**src/rtl/md5_key_gen.sv**
```systemverilog
// Candidate key enumerator for the MD5 pre-stage: a 64-byte message is built in INIT, then
// each RUN cycle overwrites one byte, walking the charset in reflected mixed-radix Gray order.
module md5_key_gen #(
   parameter int MAX_LEN = 8
) (
   input  logic        clk,
   input  logic        rst_n,
   input  logic        start,
   input  logic        abort,
   input  logic [3:0]  len,
   input  logic [7:0]  cs_min,
   input  logic [7:0]  cs_max,
   output logic [5:0]  offset_out,
   output logic [7:0]  msbyte_out,
   output logic        cand_valid,
   output logic [39:0] cand_idx,
   output logic        busy,
   output logic        done,
   output logic        err
);
   localparam int SW = (MAX_LEN > 1) ? $clog2(MAX_LEN) : 1;

   typedef enum logic [1:0] {IDLE, INIT, RUN} state_t;
   state_t state, state_nx;

   logic [3:0]              len_q;
   logic [7:0]              min_q, max_q;
   logic [5:0]              cnt;
   logic [MAX_LEN-1:0][7:0] dig;
   logic [MAX_LEN-1:0]      dir_dn, mov;
   logic [SW-1:0]           sel;
   logic                    any_mov, start_ok, step;
   logic [7:0]              step_val, init_val;
   logic [5:0]              off_nx;
   logic [7:0]              byte_nx;
   logic                    cv_nx, done_nx, err_nx;
   logic [39:0]             idx_nx;

   assign start_ok = (len != 4'd0) && (int'(len) <= MAX_LEN) && (cs_min <= cs_max);
   assign busy     = (state != IDLE);

   for (genvar j = 0; j < MAX_LEN; j++) begin : g_dig
      assign mov[j] = (j < int'(len_q)) && (dir_dn[j] ? (dig[j] > min_q) : (dig[j] < max_q));
   end

   // lowest-index movable digit wins
   always_comb begin
      sel = '0;
      for (int j = MAX_LEN - 1; j >= 0; j--)
         if (mov[j]) sel = SW'(j);
   end

   assign any_mov  = |mov;
   assign step_val = dir_dn[sel] ? dig[sel] - 8'd1 : dig[sel] + 8'd1;

   // message template: key bytes, 0x80 pad marker, bit length in byte 56
   always_comb begin
      if (cnt < {2'b00, len_q})       init_val = min_q;
      else if (cnt == {2'b00, len_q}) init_val = 8'h80;
      else if (cnt == 6'd56)          init_val = {1'b0, len_q, 3'b000};
      else                            init_val = 8'h00;
   end

   always_comb begin
      state_nx = state;
      off_nx   = offset_out;
      byte_nx  = msbyte_out;
      cv_nx    = 1'b0;
      done_nx  = 1'b0;
      err_nx   = 1'b0;
      idx_nx   = cand_idx;
      step     = 1'b0;
      case (state)
         IDLE: begin
            if (!abort && start) begin
               if (start_ok) begin
                  state_nx = INIT;
                  off_nx   = 6'd0;
                  byte_nx  = cs_min;
               end else begin
                  err_nx = 1'b1;
               end
            end
         end
         INIT: begin
            if (abort) begin
               state_nx = IDLE;
            end else begin
               off_nx  = cnt;
               byte_nx = init_val;
               if (cnt == 6'd63) begin
                  cv_nx    = 1'b1;
                  idx_nx   = '0;
                  state_nx = RUN;
               end
            end
         end
         RUN: begin
            if (abort) begin
               state_nx = IDLE;
            end else if (any_mov) begin
               step    = 1'b1;
               off_nx  = 6'(sel);
               byte_nx = step_val;
               cv_nx   = 1'b1;
               idx_nx  = cand_idx + 40'd1;
            end else begin
               state_nx = IDLE;
               done_nx  = 1'b1;
            end
         end
         default: state_nx = IDLE;
      endcase
   end

   always_ff @(posedge clk or negedge rst_n) begin
      if (!rst_n) begin
         state      <= IDLE;
         offset_out <= '0;
         msbyte_out <= '0;
         cand_valid <= 1'b0;
         cand_idx   <= '0;
         done       <= 1'b0;
         err        <= 1'b0;
         cnt        <= 6'd1;
         len_q      <= '0;
         min_q      <= '0;
         max_q      <= '0;
         dig        <= '0;
         dir_dn     <= '0;
      end else begin
         state      <= state_nx;
         offset_out <= off_nx;
         msbyte_out <= byte_nx;
         cand_valid <= cv_nx;
         cand_idx   <= idx_nx;
         done       <= done_nx;
         err        <= err_nx;
         // offset 0 is written on the accepting edge, so INIT continues from 1
         cnt        <= (state == INIT) ? cnt + 6'd1 : 6'd1;
         if (state == IDLE && state_nx == INIT) begin
            len_q  <= len;
            min_q  <= cs_min;
            max_q  <= cs_max;
            dir_dn <= '0;
            for (int j = 0; j < MAX_LEN; j++) dig[j] <= cs_min;
         end
         if (step) begin
            dig[sel] <= step_val;
            for (int j = 0; j < MAX_LEN; j++)
               if (j < int'(sel)) dir_dn[j] <= ~dir_dn[j];
         end
      end
   end
endmodule

```
**config.mk**
```make
export PLATFORM = sky130hd
export DESIGN_NAME = md5_key_gen
export DESIGN_NICKNAME = d
export VERILOG_FILES = /design/src/rtl/md5_key_gen.sv
export SDC_FILE = /design/constraint.sdc
export NUM_CORES = 1
export LEC_CHECK = 0
export CAP_MARGIN = 20
export CORE_ASPECT_RATIO = 0.5
export CORE_MARGIN = 2
export CORE_UTILIZATION = 39
export CTS_BUF_LIST = sky130_fd_sc_hd__clkbuf_8
export CTS_CLUSTER_DIAMETER = 120
export CTS_CLUSTER_SIZE = 20
export DETAILED_ROUTE_END_ITERATION = 10
export PLACE_DENSITY = 0.68
export SLEW_MARGIN = 20
export SYNTH_ARGS = -nofsm -noshare
export SYNTH_HDL_FRONTEND = slang
export SYNTH_SLANG_ARGS = --single-unit
```
**constraint.sdc**
```tcl
create_clock -name clk -period 11.05 [get_ports clk]
set_clock_uncertainty 0.15 [all_clocks]
set_input_delay 1.6575 -clock clk [delete_from_list [all_inputs] [get_ports clk]]
set_output_delay 1.6575 -clock clk [all_outputs]
set_load 0.1 [all_outputs]
```
==> results by group <==
Timing
  • Max_slew headroom: ~26%
  • Total Negative Setup Slacks: 0 ns
  • Portion of the clock cycle consumed by the worst path in the final layout: 61.0%
  • Fin. max-slew vios: 0
  • RSZ-0062 raised after global routing: false
  • Hold violation count in the final report: 0
  • Maximum operating frequency: between 0.1 and 0.15 GHz
  • Setup violation total in the final timing report: 0
  • Worst-Margin Slew: 1.12 ns
  • Fin crit period: approximately 6.7 ns

Yosys
  • Nets in the synthesized netlist: 1385
  • Post-synth ARST share: 100%
  • Count of mapped cells out of synthesis: 1222
  • Flip-flop and latch count after synthesis: approximately 160
  • Number of enable flip-flop cells after synthesis: 0
  • Most instantiated flip-flop cell in the synthesis netlist: sky130_fd_sc_hd__dfrtp_1
  • Cell taking the most area after synthesis: sky130_fd_sc_hd__dfrtp_1
  • Number of warnings printed during yosys synthesis: 0
  • Mean Syn Cell Area: 9.15 sq um
  • Count of different cell masters after synthesis: 83
  • Most numerous cell types in the synthesized netlist: sky130_fd_sc_hd__dfrtp_1, sky130_fd_sc_hd__ha_1, sky130_fd_sc_hd__nand2_1
  • Synthesized cell area: ~11000 sq um
  • Sequential cell area fraction in the yosys report: a little over a third
  • Post-synth top area share: 34.7%
  • Top cells by area in the synthesized netlist: sky130_fd_sc_hd__dfrtp_1, sky130_fd_sc_hd__ha_1, sky130_fd_sc_hd__mux2i_1
  • Count leader, synth: sky130_fd_sc_hd__dfrtp_1

Route
  • Total length of routed wires: approximately 38000 microns
  • Residual antenna-violating net count after detailed routing: 0
  • Number of iterations in the first detailed-routing pass: 8
  • Post-detailed-route via-to-cell ratio: 6.04
  • Per-cell routed wire length: 22.8 microns
  • Drc violations: 0
  • Number of vias in the routed layout: 10167
  • Initial drt markers: 1106

Clock tree
  • Maximum number of buffers from clock root to sink: 2
  • Number of setup buffers added after CTS: 0
  • Clock tree from TritonCTS: done
  • TritonCTS Sinks: around 160
  • Insertion delay of the later-clocked pin in the worst-skew pair: 0.49 ns
  • Total CTS buffers: 17
  • # hold bufs at CTS: 0
  • Cts repair resizes: 0
  • Maximum level of the CTS H-tree: 4
  • Clock transition at path regs: 0.09 ns
  • CTS root buf: sky130_fd_sc_hd__clkbuf_8

GRT
  • Wire length of the first global-routing pass: between 50000 and 60000 microns
  • Vias in the first global route: around 10000
  • Overflow after GRT: 0
  • Number of antenna violations at the first check in global routing: 0
  • Total track usage: 26.2%
  • Largest net degree at the start of global routing: 80

Finish
  • Post-layout net count: 1452
  • Util after Layout: 45.8%
  • # diodes: 0
  • Number of filler instances in the final layout: 2594
  • Post-layout instance count excluding filler cells: about 1700
  • Share of cells above drive strength 1: under 10%
  • Synthesis-to-finish area growth: 14.4%

Run
  • Max_cap viols: 0

Floorplanning
  • Die Area: about 30000 sq um
  • Starting Density: 40.0%
  • FP Rows: 43
  • Width of the die: 243 microns
  • Top-Level Pins: 82
  • Vertical die dimension: between 100 and 150 microns
  • Core region area: 27900 sq um

Worst setup path
  • Critical path depth: 21
  • Launch instance of the worst register-to-register path: min_q[1]
  • Worst setup SP type: flip-flop
  • CP max stage delay: 0.92 ns
  • Maximum fanout encountered on the critical timing path: 19
  • Kind of critical path: reg -> reg
  • Type of destination of the critical path: flip-flop
  • Cells along the critical path: inv_1, ha_1, nor2b_1, o211ai_1, a21oi_1, o31a_1, o22ai_1, a211o_1, a311o_1, mux2_4, nor2_1, inv_1, fa_1, nor2b_1, o21ai_0, nand2b_1, xor2_1, a22oi_1, nand2_1, o21ai_0, o21ai_0
  • Critical path data arrival time: 6.99 ns
  • Buf+Inv Stages, Crit Path: 2
  • Reg-to-reg critical path endpoint: msbyte_out[4]
  • Destination of the critical timing path: msbyte_out[4]
  • Worst R2R Setup Slack: 4.31 ns
  • Data required time at the worst endpoint: 11.30 ns
  • R2R cell count: 21
  • Largest delay contributor family on the critical path: compound AO/OA/AOI/OAI gates
  • Most common cell on crit path: sky130_fd_sc_hd__o21ai_0
  • Crit. Startpoint: min_q[1]
  • Slowest stage cell on the critical path: sky130_fd_sc_hd__a311o_1

Status
  • Status: finished clean

Placed design
  • Detailed placer's ending HPWL: 29400 microns
  • Weighted congestion reported at the end of routability-driven placement: 0.972
  • IO Port Bufs: between 80 and 90
  • Count of placed standard cells including taps: 1652

Worst hold path
  • Class of the tightest hold or removal check: reg -> reg
  • Cell depth of the worst min-delay path: 2
layout make-up:
cell class                 count  area [sq um]  area share, %
clock buffer                  18           248           1.94
clock inverter                14           168           1.31
inverter                      63           236           1.85
multi-input combinational    959          6850           53.6
sequential                   156          3910           30.6
tap                          382           478           3.74
timing repair buffer          92           898           7.03
metrics by stage:
| step | setup WS, ns | cell area, sq um | hold slack, ns |
|---|---|---|---|
| 2_1_floorplan | 6.08 | 11200 | 0.302 |
| 3_3_place_gp | 4.58 | 12400 | 0.317 |
| 3_5_place_dp | 4.49 | 12400 | 0.326 |
| 4_1_cts | 4.47 | 12800 | 0.349 |
| 5_1_grt | 3.85 | 12800 | 0.363 |
| 6_report | 4.31 | 12800 | 0.338 |
registers in the layout, summed over array words and instances (netlist names):
signal,cells
err,1
min_q,8
done,1
dig,64
state,2
msbyte_out,8
offset_out,6
len_q,4
cand_valid,1
dir_dn,7
cnt,6
cand_idx,40
max_q,8
worst min path at each step:
stage	startpoint	to	slack, ns
global route	msbyte_out[2]	msbyte_out[2]	0.36
global placement	offset_out[1]	offset_out[1]	0.32
detailed placement	msbyte_out[2]	msbyte_out[2]	0.33
finish	msbyte_out[6]	msbyte_out[6]	0.34
CTS	msbyte_out[6]	msbyte_out[6]	0.35
floorplan	cnt[0]	cnt[0]	0.30
layout by cell type (no fill, tap or decap), types with 15 or more instances in the layout:
cell type	n
sky130_fd_sc_hd__dfrtp_1	155
sky130_fd_sc_hd__ha_1	138
sky130_fd_sc_hd__nand2_1	125
sky130_fd_sc_hd__nor2_1	104
sky130_fd_sc_hd__o21ai_0	90
sky130_fd_sc_hd__clkdlybuf4s50_1	80
sky130_fd_sc_hd__mux2i_1	73
sky130_fd_sc_hd__inv_1	65
sky130_fd_sc_hd__a21oi_1	53
sky130_fd_sc_hd__nand3_1	46
sky130_fd_sc_hd__a31oi_1	34
sky130_fd_sc_hd__xor2_1	32
sky130_fd_sc_hd__nand4_1	24
sky130_fd_sc_hd__nor2b_1	22
sky130_fd_sc_hd__clkbuf_8	18
sky130_fd_sc_hd__a211oi_1	15
kinds of logic after synthesis:
logic type               synth area share, %
XOR/XNOR                                3.36
AND/OR/NAND/NOR                         16.7
multiplexers                            7.08
flip-flops                              34.9
AO/OA/AOI/OAI                           18.5
buffers and inverters                   3.84
adder cells (fa/ha/maj)                 15.6
metal layers:
metal / part of all wire (%) / wire length (microns) / GRT usage (%)
met2: 45 / 17200 / 42.1
met5: 0 / 0 / 0
met4: 3.4 / 1300 / 10.9
met1: 43 / 16700 / 34.5
met3: 8.5 / 3250 / 5.84
worst reg2reg max path, delay by kind of cell, from the launching register on:
family | cells | cell delay [ns]
AO/OA/AOI/OAI | 10 | 2.84
XOR/XNOR | 1 | 0.72
multiplexers | 1 | 0.41
buffers and inverters | 2 | 0.54
AND/OR/NAND/NOR | 5 | 0.77
flip-flops | 1 | 0.40
adder cells (fa/ha/maj) | 2 | 0.82
Power is not shown: default switching activity piles up to over one toggle a cycle in this logic, so the estimate is an artifact.
==> RTL change 1: new RTL, same settings <==
Register the inputs `start`, `abort`, `len`, `cs_min` and `cs_max` before use. The logic sees them one clock later.
--- a/src/rtl/md5_key_gen.sv
+++ b/src/rtl/md5_key_gen.sv
@@ -23,2 +23,17 @@
    typedef enum logic [1:0] {IDLE, INIT, RUN} state_t;
+
+   logic start_q;
+   logic abort_q;
+   logic [3:0] len_r;
+   logic [7:0] cs_min_q;
+   logic [7:0] cs_max_q;
+
+   always_ff @(posedge clk) begin
+      start_q  <= start;
+      abort_q  <= abort;
+      len_r    <= len;
+      cs_min_q <= cs_min;
+      cs_max_q <= cs_max;
+   end
+
    state_t state, state_nx;
@@ -38,3 +53,3 @@
 
-   assign start_ok = (len != 4'd0) && (int'(len) <= MAX_LEN) && (cs_min <= cs_max);
+   assign start_ok = (len_r != 4'd0) && (int'(len_r) <= MAX_LEN) && (cs_min_q <= cs_max_q);
    assign busy     = (state != IDLE);
@@ -74,3 +89,3 @@
          IDLE: begin
-            if (!abort && start) begin
+            if (!abort_q && start_q) begin
                if (start_ok) begin
@@ -78,3 +93,3 @@
                   off_nx   = 6'd0;
-                  byte_nx  = cs_min;
+                  byte_nx  = cs_min_q;
                end else begin
@@ -85,3 +100,3 @@
          INIT: begin
-            if (abort) begin
+            if (abort_q) begin
                state_nx = IDLE;
@@ -98,3 +113,3 @@
          RUN: begin
-            if (abort) begin
+            if (abort_q) begin
                state_nx = IDLE;
@@ -141,7 +156,7 @@
          if (state == IDLE && state_nx == INIT) begin
-            len_q  <= len;
-            min_q  <= cs_min;
-            max_q  <= cs_max;
+            len_q  <= len_r;
+            min_q  <= cs_min_q;
+            max_q  <= cs_max_q;
             dir_dn <= '0;
-            for (int j = 0; j < MAX_LEN; j++) dig[j] <= cs_min;
+            for (int j = 0; j < MAX_LEN; j++) dig[j] <= cs_min_q;
          end
Check against the original RTL: not equivalent (Yosys sat finds a counterexample within 4 cycles, from zero or initial values and one cycle with rst_n low).
==> RTL change 1 against the unedited design <==
Sequential cell count grew 22; utilization shrank 0.37 points; via count shrank 0.35%; cell area grew 4.2%; critical path depth shrank 1; area after synthesis grew 5.5%; worst setup slack lost 89 ps; wire length grew 11%; hold slack gained 3.8 ps; critical path type unchanged.
Power is not shown: default switching activity piles up to over one toggle a cycle in this logic, so the estimate is an artifact.
==> RTL change 1: results (changes against the unedited design) <==
Status = finished clean
GP Congestion = 1.049 (+8.0%)
Mapped Nets = 1,401 (+1.2%)
Wirelength per Cell = 25.04 um (+9.7%)
Share of layout cells above drive strength 1 = 6.331% (+0.95 points)
Synth cell count leaders = dfrtp_1 (155), ha_1 (138), nand2_1 (112), mux2i_1 (109), o21ai_0 (82)
Clk_lat worst skew = 520 ps (+30 ps)
Critical Path Fanout Max = 11 (-8)
Fill count = 2,814 (+8.5%)
Post-Synth XOR/XNOR Area = 2.949% (-0.41 points)
Hold Path Depth = 2 (unchanged)
Final nets = 1,461 (+0.62%)
Finished Layout Cells = 1,703 (+1.1%)
Clk pin slew, worst setup/hold paths = 110 ps (+20 ps)
Vias in the first global route = 9,730 (-2.3%)
Synth Area in Compound Gates = 15.96% (-2.5 points)
Avg Inst Size Synth = 9.527 sq um (+4.2%)
Post-Synth Adder-Cell Area = 14.81% (-0.82 points)
Worst Max-Slew Pin Slew = 1097 ps (-17.97 ps)
DP HPWL = 32,540 um (+11%)
Synth area leaders = dfrtp_1 (33%), ha_1 (15%), mux2i_1 (9.3%)
CTS max path bufs = 2 (unchanged)
Part of the Yosys area used for sequential elements = 36.84% (+1.9 points)
Worst reg-to-reg path cell count = 20 (-4.8%)
Netlist cell types = 87 (+4.8%)
GRT Total Usage = 27.10% (+0.88 points)
Pre-CTS setup slack = 4517 ps (+29.25 ps)
Via count = 10.13k (-0.35%)
Root Buffer = clkbuf_8
Starting Density = 40.19% (+0.17 points)
Largest net degree at the start of global routing = 99 (+24%)
Mux cell area share after synthesis = 10.33% (+3.3 points)
==> RTL change 1: changes by cell type in the layout (fill, tap and decap cells not counted), moves of 9 or more <==
cell | unedited run | this run
a21oi_1 | 53 | 64
mux2i_1 | 73 | 109
nor2_1 | 104 | 79
dfxtp_1 | 0 | 22
nand2_1 | 125 | 112
or3_1 | 10 | 21
a31oi_1 | 34 | 12
nor2b_1 | 22 | 13
==> RTL change 1: final timing paths <==
kind	to	slack [ps]	from
max	msbyte_out[7]$_DFFE_PN0P_	4220	min_q[1]$_DFFE_PN0P_
min	max_q[5]$_DFFE_PN0P_	340	max_q[5]$_DFFE_PN0P_
max reg2reg	msbyte_out[7]$_DFFE_PN0P_	4220	min_q[1]$_DFFE_PN0P_
min reg2reg	max_q[5]$_DFFE_PN0P_	340	max_q[5]$_DFFE_PN0P_
max in group asynchronous	offset_out[5]$_DFFE_PN0P_	8220	rst_n
min in group asynchronous	max_q[4]$_DFFE_PN0P_	1040	rst_n
==> RTL change 1: kinds of logic (layout without fill, tap and decap cells) <==
logic type / count (synthesis) / after routing
mux: 120 / 120
simple gates: 358 / 358
compound gates: 290 / 290
fa+ha+maj: 139 / 139
xor+xnor: 38 / 38
flops: 178 / 178
other cells: 0 / 1
buf+inv: 115 / 188
==> RTL change 1: metrics by stage <==
stage | util [%] | cell area, sq um
floorplan | - | 11790
global placement | 44.01 | 12910
detailed placement | 44.02 | 12920
CTS | 45.40 | 13320
global route | 45.40 | 13320
finish | 45.41 | 13320
==> RTL change 1: final cells by class <==
cell class | count | share of cell area (%)
clock buffers | 17 | 1.756
multi-input cells | 945 | 52.17
clock inverters | 15 | 1.277
repair buffers | 91 | 6.658
flip-flops and latches | 178 | 32.61
well taps | 391 | 3.672
diodes | 1 | 0.01878
inverters | 65 | 1.831
==> RTL change 1: routing by layer <==
metal | up-vias | GRT usage (%) | share of wire, % | wire, um
li1 | 4633 | - | - | -
met4 | 0 | 7.150 | 2.1 | 912
met3 | 48 | 9.132 | 9.6 | 4078
met2 | 379 | 38.78 | 41 | 17450
met5 | - | 0 | 0 | 0
met1 | 5071 | 38.86 | 47 | 20200
==> RTL change 1: worst max-delay path, cell delays in order, from the launching register on <==
cell      delay [ps]
dfrtp_1          400
inv_1            330
ha_1             340
nor2b_1          150
o21a_1           170
o21ai_0          300
a21oi_1          150
a211oi_2         840
nand2_1          250
nor3_1           830
a221o_2          450
inv_1            160
ha_1             410
a21o_1           240
a21oi_1          180
nor2b_1           70
o21ai_0          240
nand2b_1         110
a221oi_2         360
xnor2_2          230
o41ai_2          340
==> RTL change 2: new RTL, same settings <==
Without the edit above. The parameter `MAX_LEN` goes from 8 to 4.
--- a/src/rtl/md5_key_gen.sv
+++ b/src/rtl/md5_key_gen.sv
@@ -3,3 +3,3 @@
 module md5_key_gen #(
-   parameter int MAX_LEN = 8
+   parameter int MAX_LEN = 4
 ) (
Formal check against the unedited RTL: not equivalent (Yosys sat finds a counterexample within 4 cycles, from zero or initial values and one cycle with rst_n low).
==> RTL change 2 against the unedited design <==
Wire length shrank 40%; cell area down 27%; final cell count down 27%; sequential cell count is 36 lower; count of clock-buffer cells in the layout did not move; fmax increased by 23%; synthesized cell count shrank 28%; worst setup slack improved by 1200 ps; area after synthesis down 30%; first-iteration DRC count fell by 44%.
==> RTL change 2: results (changes against the unedited design) <==
Status = finished clean
Async S/R FF share, synth = 100.0% (unchanged)
H-tree depth = 4 (unchanged)
CTS max path bufs = 2 (unchanged)
Initial antenna violation count = 0 (unchanged)
CP max stage delay = 770 ps (-150 ps)
First-pass GRT wire length = 37,690 um (-37%)
Clk pin slew, worst setup/hold paths = 70 ps (-20 ps)
WHS = 330.2 ps (-7.260 ps)
Leakage power = 0.004168 uW
Synth Area in Compound Gates = 16.21% (-2.3 points)
HP Class = flop to flop
Mapped Nets = 981 (-29%)
Pre-CTS setup slack = 5190 ps (+702.7 ps)
Peak VDD IR = 0.0002100 V
DRC Markers = 0 (unchanged)
Largest net degree at the start of global routing = 73 (-8.8%)
Netlist cell types = 63 (-24%)
Synth cell count leaders = dfrtp_1 (119), nor2_1 (92), ha_1 (78), nand2_1 (69), inv_1 (55)
Vias in the first global route = 6,810 (-32%)
Diode count = 0 (unchanged)
WL final = 23,060 um (-40%)
Synth area leaders = dfrtp_1 (38%), ha_1 (12%), nor2_1 (4.4%)
Final WS setup = 5559 ps (+1249 ps)
Setup repair bufs after CTS = 0 (unchanged)
Post-Synth XOR/XNOR Area = 4.656% (+1.3 points)
Post-cts resize count = 0 (unchanged)
Sw frac = 52.64%
Part of the Yosys area used for sequential elements = 38.15% (+3.2 points)
Root Buffer = clkbuf_8
GRT Total Usage = 22.44% (-3.8 points)
Mux cell area share after synthesis = 4.116% (-3.0 points)
DR pass1 iterations = 5 (-3)
CP arrival = 5660 ps (-1330 ps)
CTS buffer count = 17 (unchanged)
Share of layout cells above drive strength 1 = 5.083% (-0.29 points)
DP HPWL = 17,050 um (-42%)
R2R Setup Slk = 5560 ps (+1250 ps)
Most used DFF post-synth = dfrtp_1
Clk_lat worst skew = 440 ps (-50 ps)
Cell family with most CP delay = compound AO/OA/AOI/OAI gates
Post-Synth Adder-Cell Area = 12.65% (-3.0 points)
GP Congestion = 0.9560 (-1.7%)
Worst Max-Slew Pin Slew = 999.0 ps (-116.4 ps)
Final nets = 1,054 (-27%)
Initial drt markers = 614 (-44%)
Top Registers = cand_idx (40), dig (32)
Port Buffers = 81 (unchanged)
Critical Path Fanout Max = 8 (-11)
Yosys warnings = 0 (unchanged)
CP max-delay cell = a222oi_1
Via count = 6,928 (-32%)
RTL change 2: cell types whose count changed after synthesis, moves of 13 or more:
cell	change
o21ai_1	+13
a31oi_1	-15
dfrtp_1	-36
nand2_1	-56
nor3_1	+16
xor2_1	-13
o21ai_0	-46
a21oi_1	-14
nand3_1	-19
mux2i_1	-44
nand2b_1	+13
ha_1	-60
RTL change 2: metrics by stage:
| step | util, % | area, sq um | instances | total power [uW] |
|---|---|---|---|---|
| floorplan | - | 7874 | 878 | 1981 |
| global placement | 45.50 | 8935 | 1198 | 2471 |
| detailed placement | 45.50 | 8935 | 1198 | 2512 |
| CTS | 47.44 | 9316 | 1230 | 2914 |
| global route | 47.53 | 9334 | 1230 | 3169 |
| finish | 47.53 | 9334 | 1230 | 2946 |
RTL change 2: final timing paths:
check                                          start                   endpoint  cells after the start
setup / recovery                max_q[2]$_DFFE_PN0N_  msbyte_out[5]$_DFFE_PN0P_                     17
hold / removal             offset_out[4]$_DFFE_PN0P_  offset_out[4]$_DFFE_PN0P_                      2
setup reg to reg                max_q[2]$_DFFE_PN0N_  msbyte_out[5]$_DFFE_PN0P_                     17
hold reg to reg            offset_out[4]$_DFFE_PN0P_  offset_out[4]$_DFFE_PN0P_                      2
max in group asynchronous                      rst_n   cand_idx[23]$_DFFE_PN0P_                      2
min in group asynchronous                      rst_n       max_q[7]$_DFFE_PN0N_                      1
RTL change 2: cell type report:
class                           instances  area [sq um]
Sequential cell                       120          3004
Inverter                               56         210.2
Timing Repair Buffer                   86         845.8
Multi-Input combinational cell        670          4559
Clock buffer                           18         247.7
Fill cell                            1895         10300
Clock inverter                         14         133.9
Tap cell                              266         332.8
RTL change 2: cells by family after synthesis:
group	Yosys count
AND/OR/NAND/NOR	319
multiplexers	32
AO/OA/AOI/OAI	199
adder cells (fa/ha/maj)	79
XOR/XNOR	41
flip-flops	120
buffers and inverters	88
RTL change 2: routing by layer:
| layer | global-route usage [%] | vias to the layer above | routed length [um] |
|---|---|---|---|
| met5 | 0 | - | 0 |
| li1 | - | 3290 | - |
| met1 | 32.71 | 3395 | 11170 |
| met2 | 33.25 | 210 | 10120 |
| met3 | 4.637 | 33 | 1388 |
| met4 | 6.680 | 0 | 382 |
RTL change 2: power groups by stage:
stage / Combinational (uW) / Clock, uW / Sequential [uW]
after floorplan: 1200 / 0 / 780
after global placement: 1760 / 0 / 707
after detailed placement: 1810 / 0 / 706
after CTS: 1810 / 401 / 700
after global routing: 2030 / 425 / 717
final: 1850 / 394 / 706
